[config.mk]
export PLATFORM = sky130hd
export DESIGN_NAME = morse_decoder
export DESIGN_NICKNAME = d
export VERILOG_FILES = /design/src/rtl/morse_pkg.sv /design/src/rtl/morse_code_lookup.sv /design/src/rtl/morse_decoder.sv
export SDC_FILE = /design/constraint.sdc
export NUM_CORES = 1
export LEC_CHECK = 0
export ABC_CLOCK_PERIOD_IN_PS = 3000
export CAP_MARGIN = 30
export CORE_UTILIZATION = 35
export DETAILED_ROUTE_END_ITERATION = 8
export GPL_TIMING_DRIVEN = 0
export SETUP_SLACK_MARGIN = 0.02
export SLEW_MARGIN = 40
export SYNTH_ARGS = -nofsm -noshare
export SYNTH_HDL_FRONTEND = slang
export SYNTH_SLANG_ARGS = --single-unit
[constraint.sdc]
create_clock -name ClockIn -period 3 [get_ports ClockIn]
set_clock_uncertainty 0.05 [all_clocks]
set_input_delay 0.75 -clock ClockIn [delete_from_list [all_inputs] [get_ports ClockIn]]
set_output_delay 0.75 -clock ClockIn [all_outputs]
set_load 0.05 [all_outputs]
[src/rtl/morse_pkg.sv]
// Shared Morse definitions: code table A-H, symbol/letter widths, decoder FSM states.
// Latency: none (declarations only).
// Backpressure: none; used by both transmitter and decoder so they agree on one table.
package morse_pkg;

  localparam int CODE_WIDTH    = 12;
  localparam int LETTER_WIDTH  = 3;
  localparam int BIT_CNT_WIDTH = 4;

  typedef logic [CODE_WIDTH-1:0]   code_t;
  typedef logic [LETTER_WIDTH-1:0] letter_t;

  // Dot = 10, dash = 1110, MSB first, right-padded with idle zeros.
  localparam code_t CODE_A = 12'b101110000000;
  localparam code_t CODE_B = 12'b111010101000;
  localparam code_t CODE_C = 12'b111010111010;
  localparam code_t CODE_D = 12'b111010100000;
  localparam code_t CODE_E = 12'b100000000000;
  localparam code_t CODE_F = 12'b101011101000;
  localparam code_t CODE_G = 12'b111011101000;
  localparam code_t CODE_H = 12'b101010100000;

  localparam letter_t LETTER_A = 3'd0;
  localparam letter_t LETTER_B = 3'd1;
  localparam letter_t LETTER_C = 3'd2;
  localparam letter_t LETTER_D = 3'd3;
  localparam letter_t LETTER_E = 3'd4;
  localparam letter_t LETTER_F = 3'd5;
  localparam letter_t LETTER_G = 3'd6;
  localparam letter_t LETTER_H = 3'd7;

  typedef enum logic [1:0] {
    IDLE  = 2'd0,
    SHIFT = 2'd1,
    MATCH = 2'd2
  } state_t;

endpackage

[src/rtl/morse_code_lookup.sv]
// Maps a complete 12-bit Morse symbol to its letter code and a hit flag.
// Latency: purely combinational.
// Backpressure: none.
module morse_code_lookup
  import morse_pkg::*;
(
  input  code_t   code,
  output logic    hit,
  output letter_t letter
);

  // Table match; anything outside A-H reports a miss with letter forced to 0.
  always_comb begin
    hit    = 1'b1;
    letter = LETTER_A;
    case (code)
      CODE_A:  letter = LETTER_A;
      CODE_B:  letter = LETTER_B;
      CODE_C:  letter = LETTER_C;
      CODE_D:  letter = LETTER_D;
      CODE_E:  letter = LETTER_E;
      CODE_F:  letter = LETTER_F;
      CODE_G:  letter = LETTER_G;
      CODE_H:  letter = LETTER_H;
      default: hit    = 1'b0;
    endcase
  end

endmodule

[src/rtl/morse_decoder.sv]
// Assembles strobed dot/dash bits into 12-bit symbols and decodes them to letters A-H.
// Latency: LetterValid/CodeError two cycles after the 12th strobe; timeout TIMEOUT_CYCLES+1 after last strobe.
// Backpressure: none; strobes arriving in MATCH are dropped, a new symbol may start in the result cycle.
module morse_decoder
  import morse_pkg::*;
#(
  parameter int CLOCK_FREQUENCY = 50000000,
  parameter int TIMEOUT_CYCLES  = CLOCK_FREQUENCY
) (
  input  logic                    ClockIn,
  input  logic                    Reset,
  input  logic                    DotDashIn,
  input  logic                    NewBitIn,
  output logic [LETTER_WIDTH-1:0] LetterOut,
  output logic                    LetterValid,
  output logic                    CodeError,
  output logic                    Busy
);

  localparam int GAP_WIDTH = $clog2(TIMEOUT_CYCLES + 1);

  localparam logic [GAP_WIDTH-1:0]     GAP_MAX  = GAP_WIDTH'(TIMEOUT_CYCLES);
  // Deciding one count early lets the registered error land exactly TIMEOUT_CYCLES+1 after the last strobe.
  localparam logic [GAP_WIDTH-1:0]     GAP_LAST = GAP_WIDTH'(TIMEOUT_CYCLES - 1);
  localparam logic [GAP_WIDTH-1:0]     GAP_ONE  = GAP_WIDTH'(1);
  localparam logic [BIT_CNT_WIDTH-1:0] CNT_LAST = BIT_CNT_WIDTH'(CODE_WIDTH - 1);
  localparam logic [BIT_CNT_WIDTH-1:0] CNT_FULL = BIT_CNT_WIDTH'(CODE_WIDTH);
  localparam logic [BIT_CNT_WIDTH-1:0] CNT_ONE  = BIT_CNT_WIDTH'(1);
  localparam code_t                    CODE_START = {{(CODE_WIDTH-1){1'b0}}, 1'b1};

  if (TIMEOUT_CYCLES < 1 || CLOCK_FREQUENCY < 1) begin : g_param_check
    $error("morse_decoder: TIMEOUT_CYCLES and CLOCK_FREQUENCY must be positive");
  end

  state_t                   state_q;
  state_t                   state_d;
  code_t                    shift_q;
  logic [BIT_CNT_WIDTH-1:0] bit_cnt_q;
  logic [GAP_WIDTH-1:0]     gap_q;

  logic    start_bit;
  logic    timeout;
  logic    lookup_hit;
  letter_t lookup_letter;
  logic    letter_vld_d;
  logic    code_err_d;

  assign start_bit = NewBitIn & DotDashIn;
  assign timeout   = (state_q == SHIFT) & ~NewBitIn & (gap_q >= GAP_LAST);

  morse_code_lookup u_lookup (
    .code   (shift_q),
    .hit    (lookup_hit),
    .letter (lookup_letter)
  );

  // State register.
  always_ff @(posedge ClockIn) begin
    if (Reset) begin
      state_q <= IDLE;
    end else begin
      state_q <= state_d;
    end
  end

  // Next-state: start on a 1 strobe, finish on the 12th bit or on gap timeout, MATCH lasts one cycle.
  always_comb begin
    state_d = state_q;
    case (state_q)
      IDLE: begin
        if (start_bit) begin
          state_d = SHIFT;
        end
      end
      SHIFT: begin
        if (NewBitIn) begin
          if (bit_cnt_q == CNT_LAST) begin
            state_d = MATCH;
          end
        end else if (timeout) begin
          state_d = IDLE;
        end
      end
      MATCH:   state_d = IDLE;
      default: state_d = IDLE;
    endcase
  end

  // Output decode: next values of the result pulses, registered below.
  always_comb begin
    letter_vld_d = 1'b0;
    code_err_d   = 1'b0;
    case (state_q)
      MATCH: begin
        letter_vld_d = lookup_hit;
        code_err_d   = ~lookup_hit;
      end
      SHIFT: begin
        code_err_d = timeout;
      end
      default: begin
        letter_vld_d = 1'b0;
        code_err_d   = 1'b0;
      end
    endcase
  end

  // Symbol datapath: shift register, bit count (saturating at 12) and gap counter (holding at max).
  always_ff @(posedge ClockIn) begin
    if (Reset) begin
      shift_q   <= '0;
      bit_cnt_q <= '0;
      gap_q     <= '0;
    end else begin
      case (state_q)
        IDLE: begin
          if (start_bit) begin
            shift_q   <= CODE_START;
            bit_cnt_q <= CNT_ONE;
            gap_q     <= '0;
          end
        end
        SHIFT: begin
          if (NewBitIn) begin
            shift_q   <= {shift_q[CODE_WIDTH-2:0], DotDashIn};
            bit_cnt_q <= (bit_cnt_q >= CNT_FULL) ? CNT_FULL : bit_cnt_q + CNT_ONE;
            gap_q     <= '0;
          end else if (gap_q != GAP_MAX) begin
            gap_q <= gap_q + GAP_ONE;
          end
        end
        default: begin
          shift_q   <= shift_q;
          bit_cnt_q <= bit_cnt_q;
          gap_q     <= gap_q;
        end
      endcase
    end
  end

  // Registered result pulses; LetterOut only moves on a successful decode.
  always_ff @(posedge ClockIn) begin
    if (Reset) begin
      LetterOut   <= '0;
      LetterValid <= 1'b0;
      CodeError   <= 1'b0;
    end else begin
      LetterValid <= letter_vld_d;
      CodeError   <= code_err_d;
      if (letter_vld_d) begin
        LetterOut <= lookup_letter;
      end
    end
  end

  assign Busy = (state_q != IDLE);

endmodule

# After elaboration in Yosys (flattened, before gate mapping)

Cells that the tools add are included.

Bits in registers: 49
Latch bits: 0
Memory bits (writable): 0
ROM bits: 0
Input bits: 4
Output and inout port bits: 6
Memories kept: 0

Add/subtract/negate cells: 2
$mul: 0
Divide/modulo/power cells: 0
$lt $le $gt $ge: 2
Equality and inequality tests: 17
Shift operators: 0
Multiplexer cells: 20
Bitwise operators: 5
Reduce and logical (&&, ||, !) cells: 7

Operator list:

| cell                    | count |
|---|---|
| $eq A12 B12 Y1 const B  | 8 |
| $mux W26                | 3 |
| $pmux W26 S2            | 1 |
| $add A26 B1 Y26 const B | 1 |
| $ge A26 B26 Y1 const B  | 1 |
| $ne A26 B26 Y1 const B  | 1 |
| $mux W12                | 2 |
| $pmux W12 S2            | 1 |
| $pmux W3 S7             | 1 |
| $mux W4                 | 3 |
| $reduce_and A3 Y1       | 3 |
| $mux W2                 | 4 |
| $pmux W4 S2             | 1 |
| $reduce_or A8 Y1        | 1 |
| $ne A3 B2 Y1 const B    | 2 |
| $add A4 B1 Y4 const B   | 1 |
| $eq A4 B4 Y1 const B    | 1 |
| $ge A4 B4 Y1 const B    | 1 |
| $ne A2 B2 Y1 const B    | 2 |
| $pmux W2 S2             | 1 |
| $reduce_bool A2 Y1      | 2 |
| $and A1 B1 Y1           | 3 |
| $ne A3 B3 Y1 const B    | 1 |
| $eq A2 B1 Y1 const B    | 1 |
| 5 further kinds         | 7 |

# Depth between registers and ports, before layout

Depth in word-level cells: 6
Mapped depth: 10
Mapped depth without buffers: 7

# By module

Synthesis repeated with hierarchy kept, for this count alone.

Cell total of the unflattened synthesis: 298
Area total of the unflattened synthesis: 2504.9 um2

Modules (own cells, without submodules):

| module            | times used | cells each | area each (um2) | seq. area each (um2) |
|---|---|---|---|---|
| morse_decoder     | 1          | 271        | 2327.2          | 980.9 |
| morse_code_lookup | 1          | 27         | 177.7           | 0.0 |

# Worst setup path before layout

Ideal clock, no wire load.

Path kind: input-to-reg
From: input port NewBitIn
To: register gap_q[24]
Arrival time: 1919 ps
Data required time: 2849 ps
Setup slack: 930 ps
Stages: 6
Cells stage by stage: nor2b_1 nand4_1 o211ai_1 bufbuf_16 o311ai_0 o41ai_1

Word-level cells in the longest chain between the ends: 3

Ends and longest elaborated chain:

| what                        | line                 | source |
|---|---|---|
| from (decl)                 | morse_decoder.sv:13  | `input logic NewBitIn,` |
| $and A1 B1 Y1               | morse_decoder.sv:48  | `assign start_bit = NewBitIn & DotDashIn;` |
| $ne A2 B2 Y1 (no line)      | --                   |  |
| $reduce_and A3 Y1 (no line) | --                   |  |
| to (signal assigned)        | morse_decoder.sv:129 | `gap_q <= gap_q + GAP_ONE;` |
| to (signal assigned)        | morse_decoder.sv:135 | `gap_q <= gap_q;` |
| to (decl)                   | morse_decoder.sv:39  | `logic [GAP_WIDTH-1:0] gap_q;` |

Several ways; a longest one is shown, not always the timed one.
A chain may end at the register's enable or synchronous reset.

# Worst setup path in the final report

From: input port NewBitIn
To: register gap_q[2]

Same word-level chain as after synthesis.

==> results_dict.tcl <==
set metrics [dict create \
    min_period_over_period_pct 90.8 \
    power_leakage_nw 0.945 \
    cts_buffers 5 \
    num_vias 2357 \
    drtIter0Drc 114 \
    ys_top_cells_by_area "dfxtp_1 37%, a21oi_1 6.1%, nand2_1 3.9%" \
    cts_hold_buffers 0 \
    relSlewSlack_pct 56.8 \
    pre_cts_ws_ns -0.126 \
    drt-pass1-iter-count 6 \
    die-width_um 88.5 \
    synth_adder_area_share_pct 3.34 \
    critPathRequiredTime_ns 3.11 \
    synth_compound_area_share_pct 22.3 \
    postPlaceCellArea_um2 2830 \
    crit_arrival_ns 2.83 \
    power.switching_mw 0.380 \
    die_y_um 88.5 \
    p_int_mw 0.976 \
    clock.fmax_ghz 0.367 \
    grt_max_degree 15 \
    design_area_um2 2960 \
    drv_slew 0 \
    clockPowerShare_pct 33.8 \
    clock_latency_ns 0.30 \
    floorplan.rows 31 \
    viasPerCell 5.49 \
    synth_xor_area_share_pct 1.00 \
    core_um2 7250 \
    wirelength_um 6020 \
    layout_min_cycle_time_ns 2.72 \
    synth.avg_cell_area_um2 8.40 \
    synth-simple-area-share_pct 28.1 \
    area_growth_pct 12.8 \
    syn_nets 323 \
    gp_congestion 0.857 \
    dp.cells 420 \
    ant_nets 0 \
    port_buffers 9 \
    root_buffer "clkbuf_8" \
    cts_sinks 49 \
    final_hold_viol_count 0 \
    switching_share_pct 28.1 \
    synth_edf_count 0 \
    synthesis.area_um2 2620 \
    ys_types 52 \
    rsz0062_at_grt "false" \
    track_usage_pct 16.2 \
    setup_slack_ns 0.275 \
    grt_pass1_vias 2026 \
    finalSetupViolCount 0 \
    status "completed" \
    seqPwrFrac_pct 49.6 \
    synth-warning-count 0 \
    drive_gt1_share_pct 7.58 \
    hpwl_um 4240 \
    cap_viol_max_count 0 \
    async_flop_share_pct 0 \
    layout.nets 341 \
    dieArea_um2 7840 \
    grt_pass1_wl_um 9870 \
    synth_top_area_cell "dfxtp_1" \
    yosysSeqAreaShare_pct 37.4 \
    drc 0 \
    worstMarginPinSlew_ns 0.642 \
    critPathMaxFanout 10 \
    hold_class "reg2reg" \
    synth_top_area_share_pct 37.4 \
    postSynthCellCount 312 \
    n_antenna_cell 0 \
    clock_path_buffers 2 \
    cts_tree "yes" \
    ys.flop_type "dfxtp_1" \
    synth_top_family_by_area "simple AND/OR/NAND/NOR gates" \
    critPathKind "in2reg" \
    yosysMostFrequentCell "dfxtp_1" \
    antenna_found_initial 0 \
    overflow 0 \
    clk_pin_slew_ns 0.09 \
    synth_mux_area_share_pct 0.382 \
    wl_per_cell_um 14.0 \
    ir_worst_vdd_uv 248 \
    combPwrFrac_pct 16.6 \
    critPathLaunchType "input pin" \
    fin_cells 429 \
    initial_core_util_pct 36.1 \
    p_per_area_nw_per_um2 459 \
    synth_seq_cells 49 \
    io_pins 10 \
    h-tree-depth 2 \
    cp-end-kind "flop" \
    yosys-top-cells-count "49 x dfxtp_1, 32 x a21oi_1, 27 x nand2_1, 19 x nor2_1, 19 x o21ai_0" \
]
[power by group through the flow]
| stage | logic (mW) | clock network [mW] | registers, mW |
|---|---|---|---|
| finish | 0.225 | 0.459 | 0.673 |
| floorplan | 0.161 | 0 | 0.685 |
| global route | 0.254 | 0.502 | 0.675 |
| global placement | 0.220 | 0 | 0.687 |
| detailed placement | 0.221 | 0 | 0.688 |
| CTS | 0.222 | 0.475 | 0.673 |
[area by class of cell]
class | count | area (um^2)
clock inverter | 2 | 35.0
clock buffer | 5 | 68.8
inverter | 12 | 45.0
fill | 746 | 4300
timing repair buffer | 11 | 105
sequential | 49 | 981
buffer | 18 | 151
tap | 99 | 124
multi-input combinational | 233 | 1450
[cells in the final DEF (no fill, tap or decap), types with 6 or more instances in the layout]
cell type        instances
or3_1                   16
o31ai_1                  7
nand3_1                 11
nand4_1                 10
ha_1                     7
clkdlybuf4s50_1          9
clkbuf_1                 9
dfxtp_1                 49
inv_1                   12
clkbuf_8                 6
nand2b_1                 7
a21oi_1                 31
a22oi_1                 10
nor3_1                   7
or4_1                    8
o21ai_0                 19
nand2_1                 27
nor2_1                  19
[per-stage QoR]
stage / TNS [ns] / utilization (%) / hold slack (ns) / power, mW
2_1_floorplan: 0 / - / 0.399 / 0.846
3_3_place_gp: -0.888 / 39.1 / 0.414 / 0.908
3_5_place_dp: -1.21 / 39.1 / 0.420 / 0.909
4_1_cts: 0 / 40.5 / 0.438 / 1.37
5_1_grt: 0 / 40.8 / 0.450 / 1.43
6_report: 0 / 40.8 / 0.436 / 1.36
[worst max-delay path: stages]
cell             delay, ns
clkdlybuf4s50_1       0.53
nor2b_1               0.39
nand4_1               0.25
o211ai_1              0.37
buf_2                 0.33
xor2_1                0.17
nor2_1                0.05
[cells by family after synthesis]
logic type / count (synthesis)
DFF: 49
adders and majority gates: 7
AOI/OAI and AO/OA: 93
xor gates and xnor gates: 3
muxes: 1
buffers and inverters: 30
and+or+nand+nor: 129
[sequential cells by signal, indices dropped and copies added (netlist names)]
signal,cells
state_q,2
CodeError,1
bit_cnt_q,4
LetterOut,3
shift_q,12
gap_q,26
LetterValid,1
[path summary, 6_finish.rpt]
| check | to | slack, ns | from | cells after the start |
|---|---|---|---|---|
| worst max-delay path | gap_q[2]$_SDFFE_PP0P_ | 0.28 | NewBitIn | 7 |
| worst min-delay path | LetterOut[0]$_SDFFE_PP0P_ | 0.44 | LetterOut[0]$_SDFFE_PP0P_ | 2 |
| worst max register to register | gap_q[2]$_SDFFE_PP0P_ | 0.45 | state_q[1]$_SDFFE_PP0P_ | 9 |
| worst min register to register | LetterOut[0]$_SDFFE_PP0P_ | 0.44 | LetterOut[0]$_SDFFE_PP0P_ | 2 |
[per-layer routing]
metal  global-route usage [%]  wire length [um]  vias up
met5                        0                 0        -
met4                     3.96                46        0
met3                     3.08               205        4
met2                     24.3              2640       51
met1                     23.7              3120     1093
li1                         -                 -     1209
[timing repair]
item,CTS,global route
endpoints found under the hold margin,0,0
endpoints found under the setup margin,0,4
setup buffers,0,2
resized for setup,0,1
No activity file was read; power rests on OpenSTA's default activity.
